### config.mk
export PLATFORM = sky130hd
export DESIGN_NAME = shift_add_multiplier
export DESIGN_NICKNAME = d
export VERILOG_FILES = /design/src/rtl/mult_pkg.sv /design/src/rtl/mult_acc_adder.sv /design/src/rtl/shift_add_multiplier.sv
export SDC_FILE = /design/constraint.sdc
export NUM_CORES = 1
export LEC_CHECK = 0
export CORE_ASPECT_RATIO = 1.75
export CORE_MARGIN = 4
export CORE_UTILIZATION = 40
export DETAILED_ROUTE_END_ITERATION = 16
export GPL_TIMING_DRIVEN = 0
export PLACE_DENSITY = 0.63
export RECOVER_POWER = 50
export SLEW_MARGIN = 20
export SYNTH_ARGS = -nofsm -noshare
export SYNTH_HDL_FRONTEND = slang
export SYNTH_SLANG_ARGS = --single-unit
export TNS_END_PERCENT = 10
### constraint.sdc
create_clock -name clk -period 1.94 [get_ports clk]
set_input_delay 0.194 -clock clk [delete_from_list [all_inputs] [get_ports clk]]
set_output_delay 0.194 -clock clk [all_outputs]
set_load 0.05 [all_outputs]
### src/rtl/mult_pkg.sv
// Shared types and constants for the shift-and-add multiplier tile.
// Holds the controller state encoding, the default operand width and the counter sizing helper.
package mult_pkg;

  typedef enum logic [1:0] {
    ST_IDLE,
    ST_RUN,
    ST_DONE
  } state_e;

  localparam int DEFAULT_WIDTH = 8;

  // The bit counter must be able to hold the value WIDTH itself, not just WIDTH-1.
  function automatic int cntWidth(input int width);
    return $clog2(width + 1);
  endfunction

endpackage

### src/rtl/mult_acc_adder.sv
// Single adder of the shift-and-add datapath.
// It takes two WIDTH-bit operands and produces a WIDTH+1-bit result, given as a sum plus a carry out.
module mult_acc_adder #(
  parameter int WIDTH = 8
) (
  input  logic [WIDTH-1:0] op_a_i,
  input  logic [WIDTH-1:0] op_b_i,
  output logic [WIDTH-1:0] sum_o,
  output logic             carry_o
);

  assign {carry_o, sum_o} = {1'b0, op_a_i} + {1'b0, op_b_i};

endmodule

### src/rtl/shift_add_multiplier.sv
// Sequential radix-2 shift-and-add multiplier with a valid/ready handshake and an unsigned/signed mode.
// Define MULT_EARLY_TERM_EN to leave RUN as soon as the remaining multiplier bits are all zero.
module shift_add_multiplier
  import mult_pkg::*;
#(
  parameter int WIDTH = DEFAULT_WIDTH
) (
  input  logic                 clk,
  input  logic                 rst,
  input  logic                 in_valid,
  output logic                 in_ready,
  input  logic [WIDTH-1:0]     a,
  input  logic [WIDTH-1:0]     b,
  input  logic                 signed_mode,
  output logic                 out_valid,
  input  logic                 out_ready,
  output logic [2*WIDTH-1:0]   product,
  output logic                 busy
);

  localparam int CW = cntWidth(WIDTH);
  localparam logic [CW-1:0] CNT_LOAD = CW'(WIDTH);

  state_e               state_q;
  logic [2*WIDTH-1:0]   acc_q;
  logic [2*WIDTH-1:0]   product_q;
  logic [WIDTH-1:0]     mcand_q;
  logic [WIDTH-1:0]     mplier_q;
  logic [CW-1:0]        cnt_q;
  logic                 neg_q;
  logic                 inReady_q;
  logic                 outValid_q;
  logic                 busy_q;

  logic [WIDTH-1:0]     aMag;
  logic [WIDTH-1:0]     bMag;
  logic                 negIn;
  logic [WIDTH-1:0]     addend;
  logic [WIDTH-1:0]     sum;
  logic                 carry;
  logic [2*WIDTH-1:0]   accStep_d;
  logic [2*WIDTH-1:0]   accFinal;
  logic [2*WIDTH-1:0]   product_d;
  logic                 runDone;

  // The magnitude of -2^(WIDTH-1) wraps to 2^(WIDTH-1), which still fits as an unsigned value.
  always_comb begin
    aMag  = (signed_mode && a[WIDTH-1]) ? -a : a;
    bMag  = (signed_mode && b[WIDTH-1]) ? -b : b;
    negIn = signed_mode & (a[WIDTH-1] ^ b[WIDTH-1]);
  end

  assign addend = mplier_q[0] ? mcand_q : '0;

  mult_acc_adder #(
    .WIDTH (WIDTH)
  ) u_acc_adder (
    .op_a_i  (acc_q[2*WIDTH-1:WIDTH]),
    .op_b_i  (addend),
    .sum_o   (sum),
    .carry_o (carry)
  );

  assign accStep_d = {carry, sum, acc_q[WIDTH-1:1]};

  // Early exit leaves the accumulator short of its final alignment by the remaining count.
  always_comb begin
`ifdef MULT_EARLY_TERM_EN
    runDone  = (cnt_q == '0) || (mplier_q == '0);
    accFinal = acc_q >> cnt_q;
`else
    runDone  = (cnt_q == '0);
    accFinal = acc_q;
`endif
    product_d = neg_q ? -accFinal : accFinal;
  end

  always_ff @(posedge clk or posedge rst) begin
    if (rst) begin
      state_q    <= ST_IDLE;
      acc_q      <= '0;
      product_q  <= '0;
      mcand_q    <= '0;
      mplier_q   <= '0;
      cnt_q      <= '0;
      neg_q      <= 1'b0;
      inReady_q  <= 1'b1;
      outValid_q <= 1'b0;
      busy_q     <= 1'b0;
    end else begin
      case (state_q)
        ST_IDLE: begin
          if (in_valid) begin
            mcand_q   <= aMag;
            mplier_q  <= bMag;
            neg_q     <= negIn;
            acc_q     <= '0;
            cnt_q     <= CNT_LOAD;
            inReady_q <= 1'b0;
            busy_q    <= 1'b1;
            state_q   <= ST_RUN;
          end
        end
        ST_RUN: begin
          if (runDone) begin
            product_q  <= product_d;
            outValid_q <= 1'b1;
            state_q    <= ST_DONE;
          end else begin
            acc_q    <= accStep_d;
            mplier_q <= mplier_q >> 1;
            cnt_q    <= cnt_q - CW'(1);
          end
        end
        ST_DONE: begin
          if (out_ready) begin
            outValid_q <= 1'b0;
            busy_q     <= 1'b0;
            inReady_q  <= 1'b1;
            state_q    <= ST_IDLE;
          end
        end
        default: begin
          state_q    <= ST_IDLE;
          inReady_q  <= 1'b1;
          outValid_q <= 1'b0;
          busy_q     <= 1'b0;
        end
      endcase
    end
  end

  assign in_ready  = inReady_q;
  assign out_valid = outValid_q;
  assign product   = product_q;
  assign busy      = busy_q;

endmodule

**Word level (Yosys, flattened, before mapping)**

Index checks and enable logic that the tools add are counted.

- Add/subtract/negate cells: 5
- Eq/ne operators: 6
- Muxes and demuxes: 25
- Bitwise logic cells: 4
- Reduce and logical (&&, ||, !) cells: 11

Operators by type and width:

| cell | number |
|---|---|
| $mux 16 | 3 |
| $mux 8 | 5 |
| $pmux 16 s2 | 1 |
| $neg 16->16 | 1 |
| $neg 8->8 | 2 |
| $pmux 8 s2 | 1 |
| $reduce_and 3->1 | 4 |
| $add 8x8->9 | 1 |
| $pmux 1 s3 | 3 |
| $mux 4 | 2 |
| $ne 2x2->1 const B | 4 |
| $pmux 4 s2 | 1 |
| $mux 2 | 3 |
| $pmux 2 s3 | 1 |
| $mux 1 | 5 |
| $logic_not 4->1 | 1 |
| $reduce_and 2->1 | 2 |
| $sub 4x1->4 const B | 1 |
| $eq 2x1->1 const B | 1 |
| $eq 2x2->1 const B | 1 |
| $logic_and 1x1->1 | 2 |
| $logic_not 2->1 | 1 |
| $not 1->1 | 2 |
| $reduce_bool 2->1 | 1 |
| other kinds (2) | 2 |

- Bits in registers: 58
- Bits of input ports: 21

**Depth between registers and ports, before layout**

Gate-level depths: netlist of run 1.

- Depth after elaboration: 4
- Gate-level depth with buffers: 10
- Gate-level depth less buffers: 8

**Cells and area by module**

Synthesis of run 1 repeated with hierarchy kept, for this count alone.

- Cell total of the unflattened synthesis: 369
- Area, all modules: 3235.6 sq um

Modules (own cells, without submodules):

| module | instances | cells an instance | area each (sq um) | seq. area each (sq um) |
|---|---|---|---|---|
| shift_add_multiplier | 1 | 327 | 2911.5 | 1452.6 |
| mult_acc_adder | 1 | 42 | 324.1 | 0.0 |

**Worst setup path before layout of run 1**

OpenSTA, ideal clock, no wires.

- Kind: register to register
- From: register mplier_q[0]
- To: register acc_q[13], in the netlist accFinal[13]
- Library setup time: 101 ps
- Arrival time: 1956 ps
- Required time: 1839 ps
- Slack: -117 ps
- Cell stages (with the launch flop): 8
- Cells stage by stage: dfrtp_1 and2_1 ha_1 fa_1 a211oi_1 o21ai_0 and3_1 o32ai_1

- Cells in the longest elaborated chain, start to end: 4

Ends and longest elaborated chain:

| element | RTL line | text |
|---|---|---|
| from (decl) | shift_add_multiplier.sv:28 | `logic [WIDTH-1:0] mplier_q;` |
| from (signal assigned) | shift_add_multiplier.sv:95 | `mplier_q <= bMag;` |
| from (signal assigned) | shift_add_multiplier.sv:111 | `mplier_q <= mplier_q >> 1;` |
| $mux 8 | shift_add_multiplier.sv:53 | `assign addend = mplier_q[0] ? mcand_q : '0;` |
| $add 8x8->9 | mult_acc_adder.sv:12 | `assign {carry_o, sum_o} = {1'b0, op_a_i} + {1'b0, op_b_i};` |
| $mux 16 | shift_add_multiplier.sv:105 | `if (runDone) begin` |
| $pmux 16 s2 | shift_add_multiplier.sv:91 | `case (state_q)` |
| to (signal assigned) | shift_add_multiplier.sv:110 | `acc_q <= accStep_d;` |
| to (decl) | shift_add_multiplier.sv:25 | `logic [2*WIDTH-1:0] acc_q;` |

No other way between the ends. The select of a mux whose other input is x is not followed.
A chain may end at the register's enable or synchronous reset.

**Worst setup path in the final report of run 1**

- From: register acc_q[8], in the netlist accFinal[8]
- To: register product_q[15], in the netlist product[15]

- Cells in the longest elaborated chain, start to end: 2

Ends and longest elaborated chain:

| element | RTL line | text |
|---|---|---|
| $neg 16->16 | shift_add_multiplier.sv:75 | `product_d = neg_q ? -accFinal : accFinal;` |
| $mux 16 | shift_add_multiplier.sv:75 |  |
| to (signal assigned) | shift_add_multiplier.sv:106 | `product_q <= product_d;` |
| to (decl) | shift_add_multiplier.sv:26 | `logic [2*WIDTH-1:0] product_q;` |

No other way between the ends.

==> results of run 1 <==
==> stage by stage <==
stage	hold WS [ps]	std cells
after CTS	290.2	490
after global placement	451.1	470
after detailed placement	462.7	470
after global routing	335.8	497
after floorplan	322.0	344
final	302.0	497
==> state kept, by name (all words and copies together), names as in the netlist <==
name and cells:
cnt_q 4, state_q 2, busy 1, mplier_q 8, product 16, in_ready 1
accFinal 16, mcand_q 8, neg_q 1, out_valid 1
==> cell usage in the layout (no fill, tap or decap), drive strengths merged, types with 3 or more instances in the layout <==
| master | instances |
|---|---|
| a211oi | 4 |
| a21oi | 13 |
| a22o | 5 |
| and2 | 8 |
| buf | 15 |
| clkbuf | 23 |
| clkdlybuf4s50 | 37 |
| clkinv | 3 |
| dfrtp | 57 |
| ha | 13 |
| inv | 14 |
| nand2 | 58 |
| nand3 | 15 |
| nor2 | 18 |
| nor3 | 3 |
| o21ai | 47 |
| o31ai | 7 |
| o41ai | 3 |
| or3 | 6 |
| or4 | 4 |
| xnor2 | 8 |
| xor2 | 21 |
==> per-layer routing <==
metal | GRT usage [%] | vias up | wire length (um)
met4 | 11.23 | 0 | 290
met5 | 0 | - | 0
met2 | 30.52 | 64 | 4116
met3 | 3.349 | 22 | 308
met1 | 17.29 | 1263 | 2760
li1 | - | 1323 | -
==> power by group <==
part / switching, uW / internal (uW) / total [uW]
Combinational: 2200 / 1460 / 3660
Sequential: 441 / 1750 / 2190
Clock: 513 / 962 / 1480
Total: 3150 / 4170 / 7330
==> worst max-delay path: stages (launching register included) <==
cell	delay, ps
dfrtp_2	420
or4_4	560
or4_4	450
o41ai_4	230
xor2_1	190
o21ai_1	70
==> worst max path at each step <==
| stage | slack [ps] | endpoint | from |
|---|---|---|---|
| 4_1_cts | -140 | accFinal[15]$_DFFE_PP0P_ | mplier_q[0]$_DFFE_PP0P_ |
| 3_3_place_gp | -690 | mcand_q[0]$_DFFE_PP0P_ | rst |
| 5_1_grt | -160 | product[15]$_DFFE_PP0P_ | accFinal[8]$_DFFE_PP0P_ |
| 2_1_floorplan | -10 | product[15]$_DFFE_PP0P_ | accFinal[8]$_DFFE_PP0P_ |
| 6_report | -100 | product[15]$_DFFE_PP0P_ | accFinal[8]$_DFFE_PP0P_ |
| 3_5_place_dp | -410 | accFinal[8]$_DFFE_PP0P_ | cnt_q[0]$_DFFE_PP0P_ |
==> cell families (layout without fill, tap and decap cells) <==
logic type	after synthesis	after routing	share of synthesized area, %
xor+xnor	29	29	8.027
simple gates	122	122	18.11
fa+ha+maj	14	14	5.773
flops	58	58	45.91
compound gates	91	91	18.11
mux	2	2	0.6327
buf+inv	28	93	3.440
==> what timing repair did <==
action                     4_1_cts  5_1_grt
setup buffers                    4        7
hold buffers                     0        0
resized for setup               31       14
pin swaps                        6       14
gates cloned                     0        0
setup endpoints to repair       38       35
==> layout make-up <==
type | instances | area, um^2 | area share [%]
repair buffers | 49 | 462.9 | 11.06
multi-input cells | 258 | 1738 | 41.51
clock inverters | 2 | 10.01 | 0.2391
clock buffers | 14 | 274.0 | 6.545
flip-flops and latches | 58 | 1459 | 34.85
inverters | 15 | 61.31 | 1.464
plain buffers | 13 | 71.32 | 1.704
well taps | 88 | 110.1 | 2.630
==> results.toml, run 1 <==
[sta]
post-route-period-util_pct = 104.9
worst_clock_skew_ps = 4.062
hold_violations = 0
setup_viol = 10
fmax_mhz = 491.4
timing.slew.headroom_pct = 18.70
tns_ps = -343.8
timing.final.ws_setup_ps = -95.03
slew_viol_final = 0
rsz0062_at_grt = "true"
worst_slew_pin_slew_ps = 1220
fin_crit_ps = 2035

[flow_run]
maxCapViolations = 0

[floorplanning]
pin_count = 40
die_x_um = 75.24
core_area_mm2 = 0.007620
std_cell_rows = 42
start_util_pct = 41.53
die-area_mm2 = 0.009454
die-height_um = 125.7

[placed_design]
io_buffer_count = 38
routabilityCongestion = 0.8358
place_ws_ps = -406.0
dpl.hpwl_mm = 5.322
post_dp_cell_area_mm2 = 0.003670

[critical_path]
worstPathRequired_ps = 2150
crit-reg2reg-launch = "accFinal[8]$_DFFE_PP0P_"
crit_type = "reg2reg"
r2r_end = "product[15]$_DFFE_PP0P_"
reg2reg_depth = 5
critical_path.max_fanout = 4
cp.arrival_ps = 2240
regToRegSetupSlack_ps = -100
end_kind = "flip-flop"
start_kind = "flip-flop"

[cts]
tritoncts = "built"
clockRootBuffer = "clkbuf_16"
clkTransAtPathRegs_ps = 50
cts.path.max_buffers = 2
cts.sink_count = 58
numCtsBuffers = 9
cts-htree-levels = 3
clock_latency_ps = 330

[finish]
syn_to_final_growth_pct = 32.31
final_area_mm2 = 0.004187
post-route-util_pct = 54.94
fillers = 703
antennaDiodeCount = 0
final_nets = 439
drive_above_1_share_pct = 15.89

[grt]
grt_max_degree = 59
antenna_found_initial = 0
gr-usage-all-layers_pct = 17.20
gr-total-overflow = 0
grt_pass1_vias = 2730
grt_pass1_wl_mm = 12.30

[synth]
ys_seq_area_share_pct = 45.91
synth-seq-cells = 58
synthTopCellsByArea = "dfrtp_1 (45%), nand2_1 (6.9%), o21ai_0 (6.5%), xor2_1 (5.8%), ha_1 (5.1%)"
synth_edf_count = 0
ys.warnings.count = 0
netlist_area_mm2 = 0.003164
yosys-top-cells-count = "nand2_1 (58), dfrtp_1 (57), o21ai_0 (41), xor2_1 (21), nor2_1 (18)"
synth_ff_type = "dfrtp_1"
synth_top_area_share_pct = 45.08
synth_largest_area_cell = "dfrtp_1"
yosysMostFrequentCell = "nand2_1"
async_reset_ff_share_pct = 100.0
synth_nets = 379
yosysUniqueCellTypes = 46
synthCells = 344
syn_area_per_cell_um2 = 9.199

[worst_hold_path]
min_from = "signed_mode"
min_to = "neg_q$_DFFE_PP0P_"
hp-class = "in2reg"
holdPathStages = 3

[drt]
drc = 0
drtIter0Drc = 127
num_vias = 2672
wl_per_cell_um = 15.04
viasPerCell = 5.376
ant_nets = 0
drt-total-wl_mm = 7.475
firstDrtPassIters = 4

[power_and_ir_drop]
power.total_uw = 7328
power_leakage_uw = 0.001846
irDropWorstVdd_mv = 0.5791
power-per-cell-area_mw_per_mm2 = 1750

[outcome]
failed_checks = "setup timing"
status = "finished with violations"
No activity file was read; power rests on OpenSTA's default activity.
==> run 2, diff against run 1 <==
--- a/config.mk
+++ b/config.mk
@@ -8,6 +8,7 @@
 export CORE_ASPECT_RATIO = 1.75
 export CORE_MARGIN = 4
 export CORE_UTILIZATION = 40
+export CTS_CLUSTER_SIZE = 20
 export DETAILED_ROUTE_END_ITERATION = 16
 export GPL_TIMING_DRIVEN = 0
 export PLACE_DENSITY = 0.63
==> results of run 2 <==
Same layout as run 1: the final DEF is identical, and so are final timing and power.
